[src/rtl/axi4_resp_pkg.sv]
// Shared types and encodings for the AXI4 SRAM responder.
package axi4_resp_pkg;
  typedef enum logic [1:0] {IDLE, WR_DATA, WR_RESP, RD_DATA} state_e;

  localparam logic [1:0] FIXED  = 2'b00;
  localparam logic [1:0] INCR   = 2'b01;
  localparam logic [1:0] WRAP   = 2'b10;

  localparam logic [1:0] OKAY   = 2'b00;
  localparam logic [1:0] SLVERR = 2'b10;
endpackage

[src/rtl/axi4_rd_skid.sv]
// Two-entry read-data buffer; passes input straight through when empty so
// SRAM data reaches the R channel the cycle it appears.
module axi4_rd_skid #(
  parameter int W = 33
) (
  input  logic         clk,
  input  logic         rstn,
  input  logic         in_valid,
  output logic         in_ready,
  input  logic [W-1:0] in_data,
  output logic         out_valid,
  input  logic         out_ready,
  output logic [W-1:0] out_data,
  output logic [1:0]   count
);
  logic [1:0][W-1:0] buf_q, buf_d;
  logic              rd_ptr_q, rd_ptr_d, wr_ptr_q, wr_ptr_d;
  logic [1:0]        cnt_q, cnt_d;
  logic              store, pop;

  assign count = cnt_q;

  always_comb begin
    buf_d     = buf_q;
    rd_ptr_d  = rd_ptr_q;
    wr_ptr_d  = wr_ptr_q;
    in_ready  = cnt_q != 2'd2;
    out_valid = (cnt_q != 2'd0) || in_valid;
    out_data  = (cnt_q != 2'd0) ? buf_q[rd_ptr_q] : (in_valid ? in_data : '0);
    // Bypassed beats that are consumed immediately never occupy an entry.
    store     = in_valid && in_ready && !((cnt_q == 2'd0) && out_ready);
    pop       = (cnt_q != 2'd0) && out_ready;
    if (store) begin
      buf_d[wr_ptr_q] = in_data;
      wr_ptr_d        = ~wr_ptr_q;
    end
    if (pop) rd_ptr_d = ~rd_ptr_q;
    cnt_d = cnt_q + {1'b0, store} - {1'b0, pop};
  end

  always_ff @(posedge clk or negedge rstn) begin
    if (!rstn) begin
      buf_q    <= '0;
      rd_ptr_q <= 1'b0;
      wr_ptr_q <= 1'b0;
      cnt_q    <= 2'd0;
    end else begin
      buf_q    <= buf_d;
      rd_ptr_q <= rd_ptr_d;
      wr_ptr_q <= wr_ptr_d;
      cnt_q    <= cnt_d;
    end
  end
endmodule

[src/rtl/axi4_mem_responder.sv]
// AXI4 slave serving one burst at a time from a single-port SRAM with a
// one-cycle read latency; reads stream through axi4_rd_skid.
module axi4_mem_responder
  import axi4_resp_pkg::*;
#(
  parameter int DW     = 32,
  parameter int AW     = 32,
  parameter int MEM_AW = 12
) (
  input  logic              clk,
  input  logic              rstn,
  input  logic              axi4_awvalid,
  output logic              axi4_awready,
  input  logic [AW-1:0]     axi4_awaddr,
  input  logic [7:0]        axi4_awlen,
  input  logic [2:0]        axi4_awsize,
  input  logic [1:0]        axi4_awburst,
  input  logic              axi4_wvalid,
  output logic              axi4_wready,
  input  logic [DW-1:0]     axi4_wdata,
  input  logic [DW/8-1:0]   axi4_wstrb,
  input  logic              axi4_wlast,
  output logic              axi4_bvalid,
  input  logic              axi4_bready,
  output logic [1:0]        axi4_bresp,
  input  logic              axi4_arvalid,
  output logic              axi4_arready,
  input  logic [AW-1:0]     axi4_araddr,
  input  logic [7:0]        axi4_arlen,
  input  logic [2:0]        axi4_arsize,
  input  logic [1:0]        axi4_arburst,
  output logic              axi4_rvalid,
  input  logic              axi4_rready,
  output logic [DW-1:0]     axi4_rdata,
  output logic              axi4_rlast,
  output logic              mem_en,
  output logic [DW/8-1:0]   mem_bwe,
  output logic [MEM_AW-1:0] mem_addr,
  output logic [DW-1:0]     mem_wdata,
  input  logic [DW-1:0]     mem_rdata
);
  localparam int SW  = DW / 8;
  localparam int OFF = $clog2(SW);

  state_e            state_q, state_d;
  logic [MEM_AW-1:0] addr_q, addr_d, addr_nxt;
  logic [7:0]        len_q, len_d;
  logic [8:0]        cnt_q, cnt_d;
  logic [1:0]        burst_q, burst_d;
  logic              oor_q, oor_d, err_q, err_d, fav_w_q, fav_w_d;
  logic              pend_q, pend_d, pend_last_q, pend_last_d;
  logic              grant_w, grant_r, wr_beat, beat_last, rd_issue;
  logic [1:0]        skid_cnt;
  logic              skid_in_ready;
  logic [DW:0]       skid_out;
  logic [DW-1:0]     rd_word;
  logic              unused_ok;

  function automatic logic out_of_range(input logic [AW-1:0] a);
    return (a >> (MEM_AW + OFF)) != '0;
  endfunction

  assign grant_w      = axi4_awvalid && (!axi4_arvalid || fav_w_q);
  assign grant_r      = axi4_arvalid && !grant_w;
  // Grants are combinational from IDLE, so they must be masked while in reset.
  assign axi4_awready = rstn && (state_q == IDLE) && grant_w;
  assign axi4_arready = rstn && (state_q == IDLE) && grant_r;
  assign axi4_wready  = state_q == WR_DATA;
  assign wr_beat      = axi4_wready && axi4_wvalid;
  assign beat_last    = cnt_q == {1'b0, len_q};
  assign addr_nxt     = (burst_q == FIXED) ? addr_q : addr_q + MEM_AW'(1);
  // At most one read is in flight; issue only if the buffer can absorb it.
  assign rd_issue     = (state_q == RD_DATA) && (cnt_q <= {1'b0, len_q})
                        && ((skid_cnt + {1'b0, pend_q}) < 2'd2);

  assign mem_en      = (wr_beat || rd_issue) && !oor_q;
  assign mem_bwe     = (wr_beat && !oor_q) ? axi4_wstrb : '0;
  assign mem_wdata   = (wr_beat && !oor_q) ? axi4_wdata : '0;
  assign mem_addr    = addr_q;
  assign axi4_bvalid = state_q == WR_RESP;
  assign axi4_bresp  = (axi4_bvalid && (oor_q || err_q)) ? SLVERR : OKAY;
  assign rd_word     = oor_q ? '0 : mem_rdata;

  axi4_rd_skid #(.W(DW + 1)) u_skid (
    .clk       (clk),
    .rstn      (rstn),
    .in_valid  (pend_q),
    .in_ready  (skid_in_ready),
    .in_data   ({pend_last_q, rd_word}),
    .out_valid (axi4_rvalid),
    .out_ready (axi4_rready),
    .out_data  (skid_out),
    .count     (skid_cnt)
  );
  assign {axi4_rlast, axi4_rdata} = skid_out;

  assign unused_ok = ^{axi4_awsize, axi4_arsize, axi4_awaddr[OFF-1:0],
                       axi4_araddr[OFF-1:0], skid_in_ready};

  always_comb begin
    state_d     = state_q;
    addr_d      = addr_q;
    len_d       = len_q;
    cnt_d       = cnt_q;
    burst_d     = burst_q;
    oor_d       = oor_q;
    err_d       = err_q;
    fav_w_d     = fav_w_q;
    pend_d      = rd_issue;
    pend_last_d = rd_issue && beat_last;
    case (state_q)
      IDLE: begin
        if (axi4_awready) begin
          addr_d  = axi4_awaddr[MEM_AW+OFF-1:OFF];
          len_d   = axi4_awlen;
          burst_d = axi4_awburst;
          oor_d   = out_of_range(axi4_awaddr);
          err_d   = 1'b0;
          cnt_d   = '0;
          fav_w_d = 1'b0;
          state_d = WR_DATA;
        end else if (axi4_arready) begin
          addr_d  = axi4_araddr[MEM_AW+OFF-1:OFF];
          len_d   = axi4_arlen;
          burst_d = axi4_arburst;
          oor_d   = out_of_range(axi4_araddr);
          err_d   = 1'b0;
          cnt_d   = '0;
          fav_w_d = 1'b1;
          state_d = RD_DATA;
        end
      end
      WR_DATA: begin
        if (wr_beat) begin
          addr_d = addr_nxt;
          cnt_d  = cnt_q + 9'd1;
          if (axi4_wlast != beat_last) err_d = 1'b1;
          if (beat_last) state_d = WR_RESP;
        end
      end
      WR_RESP: if (axi4_bready) state_d = IDLE;
      RD_DATA: begin
        if (rd_issue) begin
          addr_d = addr_nxt;
          cnt_d  = cnt_q + 9'd1;
        end
        if (axi4_rvalid && axi4_rready && axi4_rlast) state_d = IDLE;
      end
      default: state_d = IDLE;
    endcase
  end

  always_ff @(posedge clk or negedge rstn) begin
    if (!rstn) begin
      state_q     <= IDLE;
      addr_q      <= '0;
      len_q       <= '0;
      cnt_q       <= '0;
      burst_q     <= '0;
      oor_q       <= 1'b0;
      err_q       <= 1'b0;
      fav_w_q     <= 1'b1;
      pend_q      <= 1'b0;
      pend_last_q <= 1'b0;
    end else begin
      state_q     <= state_d;
      addr_q      <= addr_d;
      len_q       <= len_d;
      cnt_q       <= cnt_d;
      burst_q     <= burst_d;
      oor_q       <= oor_d;
      err_q       <= err_d;
      fav_w_q     <= fav_w_d;
      pend_q      <= pend_d;
      pend_last_q <= pend_last_d;
    end
  end
endmodule

[config.mk]
export PLATFORM = sky130hd
export DESIGN_NAME = axi4_mem_responder
export DESIGN_NICKNAME = d
export VERILOG_FILES = /design/src/rtl/axi4_resp_pkg.sv /design/src/rtl/axi4_rd_skid.sv /design/src/rtl/axi4_mem_responder.sv
export SDC_FILE = /design/constraint.sdc
export NUM_CORES = 1
export LEC_CHECK = 0
export CAP_MARGIN = 0
export CELL_PAD_IN_SITES_DETAIL_PLACEMENT = 0
export CELL_PAD_IN_SITES_GLOBAL_PLACEMENT = 1
export CORE_MARGIN = 2
export CORE_UTILIZATION = 28
export CTS_CLUSTER_DIAMETER = 80
export DETAILED_ROUTE_END_ITERATION = 10
export GPL_TIMING_DRIVEN = 0
export HOLD_SLACK_MARGIN = 0.08
export PLACE_DENSITY = 0.82
export RECOVER_POWER = 100
export SLEW_MARGIN = 20
export SYNTH_ARGS = -nofsm -noshare
export SYNTH_HDL_FRONTEND = slang
export SYNTH_SLANG_ARGS = --single-unit
[constraint.sdc]
create_clock -name clk -period 2.3 [get_ports clk]
set_clock_uncertainty 0.15 [all_clocks]
set_input_delay 0.46 -clock clk [delete_from_list [all_inputs] [get_ports clk]]
set_output_delay 0.46 -clock clk [all_outputs]
set_load 0.01 [all_outputs]
# Yosys cells after proc, flatten, opt, wreduce, memory -nomap -nowiden
# Index checks and enable logic that the tools add are counted.
[totals] register_bits=108 inputBits=166 out_inout_bits=89
[classes] addsub=5 n_lt_le_gt_ge=5 n_eq_ne=13 muxes=42 bitwise_logic=2 n_reduce_logical=40
[op_table] op="33-bit 2-to-1 mux" n=5
[op_table] op="66-bit bitwise mux" n=1
[op_table] op="32-bit 2-to-1 mux" n=2
[op_table] op="32-bit nonzero test" n=2
[op_table] op="12-bit 2-to-1 mux" n=5
[op_table] op="9-bit 2-to-1 mux" n=4
[op_table] op="12-bit one-hot mux with 3 select lines" n=1
[op_table] op="33-bit demux with 1-bit select" n=1
[op_table] op="9-bit one-hot mux with 3 select lines" n=1
[op_table] op="1-bit logical AND" n=19
[op_table] op="2-bit 2-to-1 mux" n=9
[op_table] op="8-bit 2-to-1 mux" n=2
[op_table] op="12-bit by 1-bit adder with 12-bit output, second input constant" n=1
[op_table] op="2-bit by 1-bit inequality test with 1-bit output, second input constant" n=5
[op_table] op="9-bit by 1-bit adder with 9-bit output, second input constant" n=1
[op_table] op="9-bit by 8-bit equality test with 1-bit output" n=1
[op_table] op="9-bit by 8-bit less-or-equal comparator with 1-bit output" n=1
[op_table] op="1-bit 2-to-1 mux" n=8
[op_table] op="2-bit one-hot mux with 4 select lines" n=1
[op_table] op="4-bit AND reduction" n=2
[op_table] op="2-bit zero test" n=3
[op_table] op="2-bit nonzero test" n=3
[op_table] op="5-bit AND reduction" n=1
[op_table] op="2-bit by 1-bit adder with 2-bit output" n=2
[op_table] op="other kinds (16)" n=26

# Longest topological paths before layout
# Gate-level depths: netlist of run 1.
[logic_depth] word_depth=9 depth_mapped=9 mapped_depth_nobuf=8

# Hierarchy
# From an unflattened synthesis of run 1, not the netlist that was laid out.
[hier_totals] hier_cells=671 area_unflattened_um2=6567.5
[by_module_without_submodules] mod="axi4_rd_skid" n_inst=1 cells_per_inst=272 area_each_um2=3543.4
[by_module_without_submodules] mod="axi4_mem_responder" n_inst=1 cells_per_inst=399 area_each_um2=3024.2

# Least setup slack after synthesis of run 1
# OpenSTA, ideal clock, no wires.
[synth_timing] path_kind="register to output" start="register cnt_q[7]" end="output port mem_en" arrival_time_ns=1.800 path_slack_ns=-0.110 stages_incl_launch_ff=7 path_cell_list="dfrtp_1 ha_1 or2b_4 o211ai_2 o211ai_4 a21oi_1 nor2_1"
[synth_between] elab_chain_len=5
[synth_rtl] element="start, declared" line_no="axi4_mem_responder.sv:48" text="logic [8:0] cnt_q, cnt_d;"
[synth_rtl] element="start signal, assigned" line_no="axi4_mem_responder.sv:169" text="cnt_q <= cnt_d;"
[synth_rtl] element="9-bit by 8-bit less-or-equal comparator with 1-bit output" line_no="axi4_mem_responder.sv:73" text="assign rd_issue = (state_q == RD_DATA) && (cnt_q <= {1'b0, len_q})"
[synth_rtl] element="1-bit logical AND" line_no="axi4_mem_responder.sv:73"
[synth_rtl] element="1-bit logical AND" line_no="axi4_mem_responder.sv:74" text="&& ((skid_cnt + {1'b0, pend_q}) < 2'd2);"
[synth_rtl] element="1-bit logical OR" line_no="axi4_mem_responder.sv:76" text="assign mem_en = (wr_beat || rd_issue) && !oor_q;"
[synth_rtl] element="1-bit logical AND" line_no="axi4_mem_responder.sv:76"
[synth_rtl] element="end, declared" line_no="axi4_mem_responder.sv:36" text="output logic mem_en,"
# Every way passes these cells.

# Worst setup path in the final report of run 1
# Ends and elaborated chain as after synthesis.

==> impl_results.md, run 1 <==
- Syn-to-layout area delta: 73.3%
- Vias/cell: ~4.9
- Routed WL: around 24000 um
- CTS Sinks: between 100 and 150
- Grt total ovfl: 0
- Max-slew violation count: 0
- Largest net degree at the start of global routing: 38
- Power Dens Cells: between 1000 and 1500 nW/um^2
- Mapped Cells: a little under 800
- Setup violators final: 98
- Die Y: between 150 and 200 um
- Site row count: 55
- Wire per inst: about 17 um
- Clock insertion delay at the later pin of the skew report: ~350 ps
- Slowest cell delay on critical path: roughly 420 ps
- Port bufs: between 200 and 250
- Gp weighted congestion: 0.863
- Initial Utilization: 28.4%
- TritonCTS Buffers: 9
- Worst Setup Start Kind: flop
- Post-synth net total: 947
- HPWL after DPL: approximately 17000 um
- Initial antenna violation count: 0
- VDD IR-drop max: 497 uV
- Most used flip-flop cell after synthesis: dfrtp_1
- Final std cells w/o fill: 1391
- Async SR Flop Fraction: between 90% and 100%
- Final Hold Fails: 0
- Min Tclk post-route: ~2600 ps
- Slew margin rel.: 26.0%
- Slew @ Worst Pin: 1110 ps
- Outcome: finished with violations
- Synth Warn #: 0
- Clock-pin slew on the worst setup and hold paths: ~70 ps
- Core area: roughly 23000 um^2
- Unique masters post-synth: slightly above 60
- Worst Setup End Kind: output pin
- Crit-path cells: ha_4, or2b_4, o211ai_4, o211ai_4, a21oi_4, nor2_2, buf_2
- Dpl cells: between 1000 and 1500
- Post-synth EDFFs: 0
- Vias in the first global route: approximately 7000
- Post-Syn Area: approximately 6400 um^2
- Vias: about 6900
- Antenna Cells: 0
- H-tree depth reported by CTS: 3
- Max_cap viols: 0
- Crit Path Max Fanout: 2
- Total die area: approximately 24000 um^2
- P_leak: around 4.9 nW
- CTS tree: built
- Yosys reg bits: approximately 110
- Avg Cell Area, Syn: between 8 and 9 um^2
- Failing checks: negative setup slack
- CP required: roughly 1700 ps
- Final ANT Viol Nets: 0
- First-pass DRT Iterations: 4
- Share of cells above drive strength 1: between 30% and 40%
- RSZ-0062 raised after global routing: true
- First-pass GRT wire length: about 38000 um
- Critical path arrival: approximately 2000 ps
- Peak Freq: ~0.39 GHz
- CP most frequent cell: o211ai_4
- Tot GR Track Use: 19.9%
- Clock Path Buffers: 2
- I/O Pins: about 260
- Seq/Total Area, Yosys: a little over two fifths
- Layout Utilization: approximately 49%
- Setup CP Type: flop to output pin
- Drt initial violations: 250
- Nets@finish: between 1000 and 1500
- HP Class: flop to flop
- Die Span X: 155 um
- Root buf cell: clkbuf_16
- Final period util: 113%
- CP max stage cell: dfrtp_1
- Final worst setup slack: -296 ps
- DRC viols: 0
==> placed cells by master, fill, tap and decap left out, types with 6 or more instances in the layout <==
master,instances
nand2b_4,27
nor4_1,7
nand2b_1,7
ha_1,7
buf_4,54
clkdlybuf4s50_1,152
inv_1,15
nor3_2,23
clkbuf_2,16
clkbuf_8,7
o21ai_0,83
dlygate4sd3_1,18
nor3_1,6
and2_4,36
buf_6,64
nand3_1,13
o21ai_2,18
o21ai_1,16
buf_2,38
clkbuf_16,12
a31oi_1,14
clkbuf_1,14
nor2_1,24
mux2i_1,38
nand2_1,157
dfrtp_1,102
a21oi_1,14
==> flip-flops by register name, summed over array words and instances, names as in the netlist <==
signal and flops:
fav_w_q 1, len_q 8, u_skid.buf_q 66, burst_q 2, state_q 2, pend_last_q 1
u_skid.wr_ptr_q 1, u_skid.count 2, cnt_q 9, u_skid.rd_ptr_q 1, mem_addr 12, pend_q 1
oor_q 1, err_q 1
==> metal layers <==
metal	wire [um]	track usage [%]	part of all wire, %	vias up
met4	487	6.00	2.0	0
met5	0	0	0	-
li1	-	-	-	3317
met3	1510	4.15	6.2	31
met1	9900	24.3	41	3288
met2	12300	35.3	51	231
==> area by class of cell <==
| cell class | count | area (um^2) |
|---|---|---|
| fill | 2122 | 11400 |
| multi-input combinational | 588 | 4130 |
| timing repair buffer | 330 | 3100 |
| sequential | 108 | 2710 |
| buffer | 46 | 365 |
| tap | 285 | 357 |
| clock buffer | 12 | 246 |
| clock inverter | 4 | 80.1 |
| inverter | 18 | 72.6 |
==> synth_stat cells (all sizes together), types with 5 or more instances <==
cell type  instances  area (um^2)
buf               13         65.1
or2                5         31.3
and2              38          238
nor4               7         43.8
o21ai            118          594
nand2b            35          219
nor2              26          105
nand2            159          597
mux2i             38          380
o211ai             6         63.8
clkbuf            42          158
o21a               5         37.5
ha                12          150
a21oi             22          125
a31oi             14         87.6
nor3              33          165
inv               18         67.6
nand3             15         75.1
nor2b              5         31.3
dfrtp            107         2680
==> stage by stage <==
| step | hold slack (ps) | total power [W] | instance area (um^2) | setup slack, ps | setup TNS, ps |
|---|---|---|---|---|---|
| 2_1_floorplan | 14.4 | 0.00574 | 6390 | 20.0 | 0 |
| 3_5_place_dp | 228 | 0.00798 | 9210 | -1270 | -104130 |
| 5_1_grt | 344 | 0.0127 | 11100 | -364 | -24650 |
| 6_report | 331 | 0.0119 | 11100 | -296 | -13160 |
| 3_3_place_gp | 310 | 0.00793 | 9180 | -5030 | -640200 |
| 4_1_cts | 335 | 0.0115 | 10800 | -319 | -10910 |
==> final timing paths <==
check / to / startpoint / cells past startpoint / slack (ps)
max in group asynchronous: u_skid.rd_ptr_q$_DFFE_PN0P_ / rstn / 3 / 310
worst max register to register: cnt_q[8]$_DFFE_PN0P_ / cnt_q[7]$_DFFE_PN0P_ / 9 / -100
worst min-delay path: u_skid.buf_q[20]$_DFFE_PN0P_ / u_skid.buf_q[20]$_DFFE_PN0P_ / 2 / 330
worst min register to register: u_skid.buf_q[20]$_DFFE_PN0P_ / u_skid.buf_q[20]$_DFFE_PN0P_ / 2 / 330
min in group asynchronous: u_skid.buf_q[18]$_DFFE_PN0P_ / rstn / 2 / 640
worst max-delay path: mem_en / cnt_q[7]$_DFFE_PN0P_ / 7 / -300
==> critical path: cells and delay by family, from the launching register on <==
family	cells	cell delay (ps)
adder cells (fa/ha/maj)	1	280
flip-flops	1	420
buffers and inverters	1	140
AO/OA/AOI/OAI	3	470
AND/OR/NAND/NOR	2	330
==> power breakdown <==
group	switching [W]	total [W]	internal (W)	leakage [nW]
clock	0.000743	0.00174	0.000999	0.159
sequential	0.000472	0.00299	0.00252	1.39
combinational	0.00345	0.00715	0.00370	3.40
==> timing repair <==
action,CTS,global route
endpoints found under the setup margin,169,144
pin swaps,68,30
resized for setup,576,84
endpoints found under the hold margin,51,0
hold buffers,5,0
setup buffers,49,29
cloned,6,2
==> kinds of logic (layout without fill, tap and decap cells) <==
family	count (synthesis)	in the layout	synth area share, %
AOI/OAI and AO/OA	189	189	17.7
xor gates and xnor gates	5	5	0.686
adders and majority gates	12	12	2.35
buffers and inverters	73	410	4.55
DFF	108	108	42.3
muxes	41	41	6.49
other	1	1	0.0587
and+or+nand+nor	340	340	25.8
Note: power is estimated with default switching activity, not from simulation.
==> run 2, diff against run 1 <==
- CORE_ASPECT_RATIO: unset -> 1.75
==> impl_results.md, run 2 (synthesis results as in run 1) <==
- CTS Sinks: about 110
- Final period util: 113%
- Clock-pin slew on the worst setup and hold paths: approximately 80 ps
- Die Span X: between 100 and 150 um
- Slew margin rel.: about two fifths
- Gp weighted congestion: roughly 0.83
- Clock Path Buffers: 2
- Max-slew violation count: 0
- Tot GR Track Use: between 20 and 25%
- HP Class: flop to flop
- Final Hold Fails: 0
- DP Area: roughly 9200 um^2
- Slew @ Worst Pin: roughly 910 ps
- Setup CP Type: flop to output pin
- Crit Path Max Fanout: 2
- First-pass GRT wire length: about 39000 um
- P_leak: ~5 nW
- CP required: approximately 1700 ps
- Share of cells above drive strength 1: approximately a third
- Reg area: 2710 um^2
- Vias: just under 7000
- Largest net degree at the start of global routing: 29
- Worst Setup Start Kind: flop
- Vias in the first global route: roughly 7300
- RSZ-0062 raised after global routing: true
- First-pass DRT Iterations: 4
- Commonest non-fill, non-tap cells in the layout: clkdlybuf4s50_1 (163), nand2_1 (157), dfrtp_1 (103)
- Port bufs: around 240
- Multi-input logic area: between 4000 and 5000 um^2
- Layout Utilization: 49.5%
- H-tree depth reported by CTS: 3
- Dpl cells: between 1000 and 1500
- Power Dens Cells: about 1100 nW/um^2
- Nets@finish: 1274
- Site row count: 73
- Worst Setup End Kind: output pin
- Initial antenna violation count: 1
- Fill count: around 2200
- Peak Freq: between 0.3 and 0.4 GHz
- Wire per inst: roughly 18 um
- Total die area: approximately 24000 um^2
- R2r setup slk: -270 ps
- Antenna Cells: 0
- Final worst setup slack: -306 ps
- Final hold slack: between 300 and 400 ps
- Die Y: slightly above 200 um
- Design area: approximately 11000 um^2
- Commonest non-fill, non-tap cell in the layout: clkdlybuf4s50_1
- Critical path arrival: approximately 2000 ps
- Final std cells w/o fill: between 1000 and 1500
- Root buf cell: clkbuf_16
- Routed WL: 25700 um
- Max_cap viols: 0
- TritonCTS Buffers: 9
- Clock insertion delay at the later pin of the skew report: between 300 and 400 ps
- DRC viols: 0
- Max reg flops: between 60 and 70
- Setup violators final: 84
- Core area: 22600 um^2
- Vias/cell: approximately 5
- Most flops, register: u_skid.buf_q
- Min Tclk post-route: ~2600 ps
- Drt initial violations: 220
- Grt total ovfl: 0
- Outcome: finished with violations
- HPWL after DPL: about 18000 um
- Initial Utilization: 28.3%
- VDD IR-drop max: 490 uV
- I/O Pins: around 260
- Final ANT Viol Nets: 0
- Failing checks: negative setup slack
- Syn-to-layout area delta: 75.0%
- Power Total: 0.0121 W
- CTS tree: built
-- run 2: cell types whose count changed in the layout (fill, tap and decap cells not counted), sizes merged --
cell           before  now
clkdlybuf4s50     152  163
dlymetal6s2s        1    2
nor2b               5    6
bufinv              2    0
dlygate4sd2         2    3
clkdlybuf4s25       1    2
buf               162  155
inv                19   22
clkinv              1    2
dlygate4sd3        18    5
clkbuf             51   49
-- run 2: path summary, 6_finish.rpt --
check	start	to	depth (start not counted)
max in group asynchronous	rstn	u_skid.rd_ptr_q$_DFFE_PN0P_	5
worst min-delay path	u_skid.buf_q[15]$_DFFE_PN0P_	u_skid.buf_q[15]$_DFFE_PN0P_	2
min in group asynchronous	rstn	fav_w_q$_DFFE_PN1P_	3
worst max-delay path	cnt_q[7]$_DFFE_PN0P_	mem_en	7
worst min register to register	u_skid.buf_q[15]$_DFFE_PN0P_	u_skid.buf_q[15]$_DFFE_PN0P_	2
worst max register to register	cnt_q[7]$_DFFE_PN0P_	mem_addr[10]$_DFFE_PN0P_	10
-- run 2: report_power, final --
group / leakage (nW) / internal (W) / switching [W] / total, W
Sequential: 1.39 / 0.00252 / 0.000490 / 0.00301
Clock: 0.149 / 0.000798 / 0.000808 / 0.00161
Combinational: 3.42 / 0.00392 / 0.00360 / 0.00752
-- run 2: area by class of cell --
class,instances,share of cell area [%]
Clock inverter,6,0.560
Multi-Input combinational cell,589,37.1
Tap cell,300,3.36
Buffer,49,4.41
Clock buffer,10,2.14
Sequential cell,108,24.2
Inverter,18,0.672
Timing Repair Buffer,321,27.5
-- run 2: timing repair --
action	in CTS	in global routing
cloned	8	2
setup endpoints to repair	171	142
hold buffers	8	0
resized for setup	537	127
setup buffers	45	17
endpoints found under the hold margin	65	0
pin swaps	50	28
-- run 2: routing by layer --
metal	global-route usage [%]	up-vias	wire length, um
li1	-	3310	-
met1	20.0	3321	8690
met2	43.7	249	15400
met3	2.04	35	1040
met4	7.75	0	581
met5	0	-	0
-- run 2: worst max-delay path, stage by stage (launching register included) --
cell and delay [ps]:
dfrtp_1 410, ha_4 280, or2b_4 280, o211ai_4 180, o211ai_4 120, a21oi_4 180
nor2_2 50, buf_2 130
-- run 2: stage by stage --
| step | worst slack [ps] | setup TNS, ps |
|---|---|---|
| 2_1_floorplan | 20.0 | 0 |
| 3_3_place_gp | -5130 | -654340 |
| 3_5_place_dp | -1390 | -107830 |
| 4_1_cts | -327 | -8140 |
| 5_1_grt | -392 | -17570 |
| 6_report | -306 | -9610 |
==> run 3, diff against run 2 <==
- ABC_CLOCK_PERIOD_IN_PS: unset -> 2300
- CORE_MARGIN: 2 -> unset
==> impl_results.md, run 3 (synthesis results as in run 1) <==
- DRC viols: 0
- Worst reg-to-reg path cell count: 9
- Antenna Cells: 0
- Final ANT Viol Nets: 0
- Initial antenna violation count: 1
- Hold endpoint: u_skid.buf_q[17]$_DFFE_PN0P_
- Tot GR Track Use: 21.5%
- Root buf cell: clkbuf_16
- Core area: 22300 um^2
- Largest net degree at the start of global routing: ~80
- Vias: 6853
- Clock insertion delay at the later pin of the skew report: between 300 and 400 ps
- Clock-pin slew on the worst setup and hold paths: 90 ps
- HP Class: flop to flop
- Commonest non-fill, non-tap cell in the layout: clkdlybuf4s50_1
- RSZ-0062 raised after global routing: true
- Commonest non-fill, non-tap cells in the layout: clkdlybuf4s50_1 (163), nand2_1 (155), dfrtp_1 (103)
- Max_cap viols: 0
- Grt total ovfl: 0
- Vias in the first global route: 7181
- Die Span X: roughly 120 um
- Final Hold Fails: 0
- Initial Utilization: between 20% and 30%
- Syn-to-layout area delta: 73.4%
- I/O Pins: roughly 260
- Drt initial violations: ~190
- Slew margin rel.: around 34%
- Die Y: 202 um
- Gp weighted congestion: 0.846
- Failing checks: negative setup slack
- Setup violators final: 90
- Outcome: finished with violations
- Worst Hold Depth: 2
- Critical path arrival: about 2000 ps
- CTS tree: built
- First-pass DRT Iterations: 4
- Most flops, register: u_skid.buf_q
- Site row count: 72
- Placement Setup Slack: -1090 ps
- Hold path start: u_skid.buf_q[17]$_DFFE_PN0P_
- Total die area: 23400 um^2
- Peak Freq: 0.377 GHz
- Max reg flops: 66
- H-tree depth reported by CTS: 3
- VDD IR-drop max: ~500 uV
- Share of cells above drive strength 1: 34.3%
- R2r setup slk: -160 ps
- Nets@finish: 1265
- First-pass GRT wire length: between 30000 and 40000 um
- Port bufs: between 200 and 250
- Min Tclk post-route: between 2000 and 3000 ps
- HPWL after DPL: ~18000 um
- P_leak: 4.90 nW
- Crit Path Max Fanout: 6
- Final worst setup slack: -349 ps
- CP required: around 1700 ps
- Power Dens Cells: between 1000 and 1500 nW/um^2
- Routed WL: between 20000 and 25000 um
- Clock Path Buffers: 2
- Reg-to-Reg End: mem_addr[8]$_DFFE_PN0P_
- Wire per inst: around 18 um
- Reg-to-Reg Start: cnt_q[7]$_DFFE_PN0P_
- Final period util: 115%
- Slew @ Worst Pin: 992 ps
- Worst Setup End Kind: output pin
- Setup CP Type: flop to output pin
- Worst Setup Start Kind: flop
- TritonCTS Buffers: 9
- Vias/cell: 4.94
- Total negative setup slack: -10960 ps
- CTS Sinks: between 100 and 150
- Max-slew violation count: 0
-- run 3: cell types whose count changed in the layout (fill, tap and decap cells not counted), moves of 4 or more --
cell	previous run	this run
buf_6	59	64
o21ai_1	32	23
clkbuf_16	15	11
nand2b_4	24	29
o21ai_2	14	23
clkbuf_4	1	5
nand2b_1	11	6
-- run 3: per-layer routing --
layer / vias to the layer above / part of all wire [%] / global-route usage (%)
li1: 3290 / - / -
met1: 3280 / 33 / 20.3
met2: 246 / 59 / 44.5
met3: 37 / 3.9 / 2.53
met4: 0 / 3.2 / 7.92
met5: - / 0 / 0
-- run 3: worst max-delay path, cell delays in order, from the launching register on --
cell	delay [ps]
dfrtp_1	410
buf_6	140
nor2b_4	110
and2_4	160
nor2b_4	270
buf_4	170
buf_8	90
buf_6	100
and2_4	150
buf_6	100
-- run 3: cell type report --
type,count,area [um^2]
fill,2122,11200
multi-input combinational,589,4210
timing repair buffer,313,2980
sequential,108,2710
buffer,48,427
tap,296,370
clock buffer,9,225
clock inverter,7,80.1
inverter,18,72.6
-- run 3: where the power goes --
| group | switching [W] | internal, W |
|---|---|---|
| clock | 0.000822 | 0.000777 |
| sequential | 0.000480 | 0.00251 |
| combinational | 0.00362 | 0.00389 |
-- run 3: worst max path at each step --
stage / to / slack (ps) / cells past startpoint / start
after detailed placement: mem_wdata[5] / -1090 / 6 / axi4_wvalid
after global placement: axi4_awready / -5070 / 6 / rstn
after global routing: mem_wdata[5] / -410 / 9 / state_q[1]$_DFFE_PN0P_
final: mem_wdata[5] / -350 / 9 / state_q[1]$_DFFE_PN0P_
after floorplan: mem_en / 20 / 6 / cnt_q[7]$_DFFE_PN0P_
after CTS: mem_en / -340 / 7 / cnt_q[7]$_DFFE_PN0P_
-- run 3: stage by stage --
stage	hold slack, ps	area, um^2	total power, W	util (%)	std cells
after global placement	310	9190	0.00797	41.3	1308
after CTS	338	10600	0.0113	47.8	1371
after global routing	364	11100	0.0129	49.8	1388
after detailed placement	223	9220	0.00808	41.4	1309
final	333	11100	0.0121	49.8	1388
after floorplan	14.4	6390	0.00574	-	769
-- run 3: timing repair --
item                                   in CTS  in global routing
endpoints found under the hold margin      29                  0
hold buffers                                2                  0
buffers inserted                           43                 23
gates resized for setup                   576                102
cloned                                      5                  1
setup endpoints to repair                 165                154
pin swaps                                  56                 38
